### config.mk
export PLATFORM = sky130hd
export DESIGN_NAME = spc_seq_ctrl
export DESIGN_NICKNAME = d
export VERILOG_FILES = /design/src/rtl/spc_seq_ctrl.sv
export SDC_FILE = /design/constraint.sdc
export NUM_CORES = 1
export LEC_CHECK = 0
export BUFFER_PORTS_ARGS = -buffer_cell sky130_fd_sc_hd__buf_2
export CAP_MARGIN = 20
export CORE_UTILIZATION = 55
export CTS_CLUSTER_DIAMETER = 30
export DETAILED_ROUTE_END_ITERATION = 8
export PLACE_DENSITY_LB_ADDON = 0.3
export SLEW_MARGIN = 20
export SYNTH_ARGS = -nofsm -noshare
export SYNTH_HDL_FRONTEND = slang
export SYNTH_SLANG_ARGS = --single-unit
### constraint.sdc
create_clock -name clk -period 12.47 [get_ports clk]
set_input_delay 0 -clock clk [delete_from_list [all_inputs] [get_ports clk]]
set_output_delay 0 -clock clk [all_outputs]
set_load 0.02 [all_outputs]
### src/rtl/spc_seq_ctrl.sv
// Sequencing controller for long SPC nodes: streams 4-LLR chunks in, tracks parity and
// the least-reliable position, flips it on odd parity, then streams corrected bits out.
module spc_seq_ctrl #(
    parameter int LLR_W     = 6,
    parameter int MAX_CHUNK = 8,
    parameter int IDX_W     = $clog2(4 * MAX_CHUNK)
) (
    input  logic                       clk,
    input  logic                       rst,
    input  logic                       start,
    input  logic [$clog2(MAX_CHUNK):0] num_chunk,
    input  logic                       in_valid,
    output logic                       in_ready,
    input  logic [4*LLR_W-1:0]         in_llr,
    output logic                       out_valid,
    input  logic                       out_ready,
    output logic [3:0]                 out_bits,
    output logic                       out_last,
    output logic                       parity_odd,
    output logic [IDX_W-1:0]           min_idx,
    output logic                       busy,
    output logic                       done
);
    localparam int NC_W  = $clog2(MAX_CHUNK) + 1;
    localparam int CNT_W = (MAX_CHUNK > 1) ? $clog2(MAX_CHUNK) : 1;

    typedef enum logic [1:0] {S_IDLE, S_LOAD, S_FIX, S_OUT} state_t;

    state_t           r_state;
    state_t           w_next;
    logic [NC_W-1:0]  r_num;
    logic [CNT_W-1:0] r_cnt;
    logic [CNT_W-1:0] r_ocnt;
    logic [3:0]       r_buf [MAX_CHUNK];
    logic             r_parity;
    logic [LLR_W-1:0] r_min_val;
    logic [IDX_W-1:0] r_min_idx;
    logic             r_done;

    logic             w_start_ok;
    logic [NC_W-1:0]  w_num_m1;
    logic             w_in_last;
    logic             w_out_last;
    logic [LLR_W-1:0] w_elem [4];
    logic [LLR_W-1:0] w_abs  [4];
    logic [3:0]       w_hard;
    logic [LLR_W-1:0] w_cmin_val;
    logic [1:0]       w_cmin_e;
    logic [IDX_W-1:0] w_cmin_idx;

    assign w_start_ok = start && (num_chunk != '0) && (num_chunk <= NC_W'(MAX_CHUNK));
    assign w_num_m1   = r_num - NC_W'(1);
    assign w_in_last  = (NC_W'(r_cnt) == w_num_m1);
    assign w_out_last = (NC_W'(r_ocnt) == w_num_m1);

    // Unsigned magnitude: the most negative code maps to 2^(LLR_W-1), the largest value.
    always_comb begin
        w_hard     = '0;
        w_cmin_val = '0;
        w_cmin_e   = '0;
        for (int unsigned e = 0; e < 4; e++) begin
            w_elem[e]     = in_llr[(3-e)*LLR_W +: LLR_W];
            w_hard[3-e]   = w_elem[e][LLR_W-1];
            w_abs[e]      = w_elem[e][LLR_W-1] ? (~w_elem[e] + LLR_W'(1)) : w_elem[e];
        end
        w_cmin_val = w_abs[0];
        for (int unsigned e = 1; e < 4; e++) begin
            if (w_abs[e] < w_cmin_val) begin
                w_cmin_val = w_abs[e];
                w_cmin_e   = 2'(e);
            end
        end
    end

    assign w_cmin_idx = IDX_W'({r_cnt, w_cmin_e});

    always_ff @(posedge clk) begin
        if (rst) r_state <= S_IDLE;
        else     r_state <= w_next;
    end

    always_comb begin
        w_next = r_state;
        case (r_state)
            S_IDLE: if (w_start_ok) w_next = S_LOAD;
            S_LOAD: if (in_valid && w_in_last) w_next = S_FIX;
            S_FIX:  w_next = S_OUT;
            S_OUT:  if (out_ready && w_out_last) w_next = S_IDLE;
            default: w_next = S_IDLE;
        endcase
    end

    always_ff @(posedge clk) begin
        if (rst) begin
            r_num     <= '0;
            r_cnt     <= '0;
            r_ocnt    <= '0;
            r_parity  <= 1'b0;
            r_min_val <= '0;
            r_min_idx <= '0;
            r_done    <= 1'b0;
        end else begin
            r_done <= (r_state == S_OUT) && out_ready && w_out_last;
            case (r_state)
                S_IDLE: begin
                    if (w_start_ok) begin
                        r_num     <= num_chunk;
                        r_cnt     <= '0;
                        r_ocnt    <= '0;
                        r_parity  <= 1'b0;
                        r_min_val <= '0;
                        r_min_idx <= '0;
                    end
                end
                S_LOAD: begin
                    if (in_valid) begin
                        r_buf[r_cnt] <= w_hard;
                        r_parity     <= r_parity ^ (^w_hard);
                        // Strict compare across chunks keeps the earliest position on ties.
                        if (r_cnt == '0 || w_cmin_val < r_min_val) begin
                            r_min_val <= w_cmin_val;
                            r_min_idx <= w_cmin_idx;
                        end
                        if (!w_in_last) r_cnt <= r_cnt + CNT_W'(1);
                    end
                end
                S_FIX: begin
                    if (r_parity)
                        r_buf[r_min_idx[IDX_W-1:2]][~r_min_idx[1:0]] <=
                            ~r_buf[r_min_idx[IDX_W-1:2]][~r_min_idx[1:0]];
                end
                S_OUT: begin
                    if (out_ready) r_ocnt <= r_ocnt + CNT_W'(1);
                end
                default: ;
            endcase
        end
    end

    assign in_ready   = (r_state == S_LOAD);
    assign out_valid  = (r_state == S_OUT);
    assign busy       = (r_state != S_IDLE);
    assign out_bits   = out_valid ? r_buf[r_ocnt] : '0;
    assign out_last   = out_valid && w_out_last;
    assign parity_odd = r_parity;
    assign min_idx    = r_min_idx;
    assign done       = r_done;
endmodule

==> impl_results.md <==
- TritonRoute pass-1 iters: 4
- Final setup TNS: 0 ns
- Pwr dens: 139.2 nW/µm²
- Critical-path maximum fanout: 7
- H-tree depth: 3
- Port Buffers: 47
- Maximum VDD drop: 0.07927 mV
- Max cap viols: 0
- Sequential area share after synthesis: 34.67%
- Layout Utilization: 64.91%
- Rel. slew slack: 56.52%
- Unrepaired setup endpoints after global routing: false
- First-pass GRT wire length: 16580 µm
- Run status: completed
- Flop and latch count out of synthesis: 63
- Post_cts resized: 0
- DRC: 0
- Final slew viol count: 0
- Wirelength per Cell: 16.14 µm
- Commonest non-fill, non-tap cell in the layout: nor2_1
- Syn nets: 533
- Main flop type after synthesis: edfxtp_1
- Post-synth EDFFs: 32
- Clock power frac: 26.0%
- Starting DRT DRC Count: 189
- Internal: 0.4546 mW
- IO Count: 48
- Filler cell count: 633
- Post-detailed-route count of antenna-violating nets: 0
- Core area: 7888 µm²
- Via density: 5.915
- Diode count: 0
- Non-filler cells, final: 622
- CP Class: in2reg
- HP Class: in2reg
- Sequential share of power: 34.3%
- Final GP Congestion: 0.9320
- Vias in the first global route: 3564
- Die Area: 8663 µm²
- Net Sw Power: 0.2582 mW
- Gr ovfl total: 0
- Initial antenna violation count: 0
- Die Wd: 93.08 µm
- Clk_lat worst skew: 0.34 ns
- Std-Cell Rows: 32
- CP max-delay cell: o41a_1
- Setup Fix Bufs, Post-CTS: 0
- Routed wire length: 10040 µm
- CTS tree: built
- CTS Buf Count: 9
- Arrival time worst endpoint: 7.68 ns
- Initial Utilization: 57.84%
- Endpoints failing setup: 0
- Setup crit start kind: input port
- DP Wirelength: 7642 µm
- Actual slew at the worst max-slew pin: 0.6492 ns
- Tcrit/Tclk final: 59.83%
- Post-Syn Area: 4562 µm²
- Synth Instances: 468
- Crit path time final: 7.461 ns
- Synthesis Warnings: 0
- Critical path endpoint category: register
- Final Hold Fails: 0
- Proportion of layout cells with a drive suffix above 1: 17.88%
- Clock Skew: 0.01107 ns
- Buffer depth of the longest clock path: 2
- Largest net degree at the start of global routing: 19
- Combinational Power Share: 39.6%
- Clock Tree Root: clkbuf_8
- Leakage: 2.114 nW
- FMAX: 134.0 MHz
- Tot GR Track Use: 24.83%
- Most frequent cells in the layout: 55 x nor2_1, 47 x buf_2, 41 x inv_1, 39 x nand2_1
- Async S/R FF share, synth: 0%
- Sink Count: 63
- WP data required: 12.69 ns
- Final net count: 580
- Net Sw Frac: 36.22%
- Cell variety after synth: 62
- Vias: 3679
- Reg clk slew, reported paths: 0.07 ns
- DIE HEIGHT: 93.08 µm
- P&R area growth vs syn: 12.23%
- Syn Area/Cell: 9.748 µm²
- Cell total after placement: 601
- CP dominant cell by count: ha_1
- CP peak stage delay: 0.47 ns
[layer usage]
metal | routed length (µm) | up-vias | track usage, %
li1 | - | 1794 | -
met1 | 4476 | 1749 | 31.68
met2 | 4927 | 118 | 41.79
met3 | 416 | 18 | 3.902
met4 | 216 | 0 | 10.51
met5 | 0 | - | 0
[final cells by class]
type                            count  area (µm²)  share of cell area (%)
Clock inverter                      3       38.79                  0.7576
Timing Repair Buffer               52       285.3                   5.572
Tap cell                          102       127.6                   2.493
Inverter                           41       153.9                   3.006
Multi-Input combinational cell    348        2763                   53.96
Sequential cell                    63        1582                   30.89
Clock buffer                       13       170.2                   3.324
[power by group through the flow]
| stage | registers (mW) | logic (mW) | clock network (mW) |
|---|---|---|---|
| 5_1_grt | 0.246 | 0.313 | 0.196 |
| 3_5_place_dp | 0.249 | 0.279 | 0 |
| 4_1_cts | 0.244 | 0.281 | 0.187 |
| 6_report | 0.245 | 0.283 | 0.186 |
| 3_3_place_gp | 0.248 | 0.271 | 0 |
| 2_1_floorplan | 0.246 | 0.217 | 0 |
[synth_stat cells (all sizes together), types with 2 or more instances]
master	number	area [µm²]
nand2	39	146.4
o311ai	3	26.28
nor3	10	55.05
o21a	6	45.04
nor2b	14	87.58
inv	41	153.9
mux2i	27	270.3
nor4b	2	17.52
or3	3	18.77
xor2	12	105.1
clkbuf	12	45.04
o21ai	13	68.81
a211o	2	17.52
mux2	4	48.79
ha	32	400.4
a211oi	3	35.03
xnor2	12	105.1
a32o	5	50.05
a31oi	4	37.53
o31ai	9	67.56
dfxtp	31	620.6
buf	4	18.76
nand3b	2	15.01
a21oi	14	70.07
a21o	7	52.55
nand4	5	31.28
nor2	55	206.5
edfxtp	32	960.9
nand3	9	45.04
and2	2	12.51
and4	2	17.52
and3	3	18.77
nand2b	11	68.82
or3b	2	20.02
mux4	18	405.4
[registers in the layout, summed over array words and instances (netlist names), named ones only]
| register | cells |
|---|---|
| r_buf | 32 |
| r_min_val | 6 |
| min_idx | 5 |
| r_num | 4 |
| r_cnt | 3 |
| r_ocnt | 3 |
| r_state | 2 |
| done | 1 |
| parity_odd | 1 |
[kinds of logic after synthesis]
| logic type | after synthesis | share of synthesized area, % |
|---|---|---|
| mux | 49 | 15.88 |
| simple gates | 165 | 17.88 |
| flops | 63 | 34.67 |
| xor+xnor | 24 | 4.608 |
| buf+inv | 57 | 4.772 |
| fa+ha+maj | 32 | 8.777 |
| compound gates | 78 | 13.41 |
[worst max-delay path: cells and delay by family]
kind | cells | cell delay [ns]
adders and majority gates | 5 | 1.23
AOI/OAI and AO/OA | 14 | 2.98
xor gates and xnor gates | 1 | 0.17
and+or+nand+nor | 7 | 1.48
muxes | 4 | 1.42
buffers and inverters | 5 | 0.40
[repair_timing]
action | 4_1_cts | 5_1_grt
hold buffers | 5 | 0
endpoints found under the setup margin | 0 | 0
endpoints found under the hold margin | 5 | 0
[through the flow]
| stage | area [µm²] | hold WS, ns | power, mW | worst slack (ns) |
|---|---|---|---|---|
| 5_1_grt | 5120 | 0.06289 | 0.7545 | 4.401 |
| 4_1_cts | 5120 | 0.04408 | 0.7120 | 5.083 |
| 3_5_place_dp | 4861 | 0.2745 | 0.5275 | 4.752 |
| 3_3_place_gp | 4861 | 0.2559 | 0.5191 | 4.948 |
| 2_1_floorplan | 4562 | 0.1439 | 0.4636 | 5.736 |
| 6_report | 5120 | 0.05196 | 0.7128 | 5.009 |
[worst paths after layout]
check                                   from      endpoint  slack [ns]  cells past startpoint
worst max-delay path              in_llr[12]    min_idx[1]        5.01                     36
worst min-delay path                     rst      r_num[3]        0.05                      2
worst max register to register    r_state[1]    min_idx[1]        9.83                      8
worst min register to register  r_min_val[4]  r_min_val[4]        0.47                      1
Note: power is estimated with default switching activity, not from simulation.
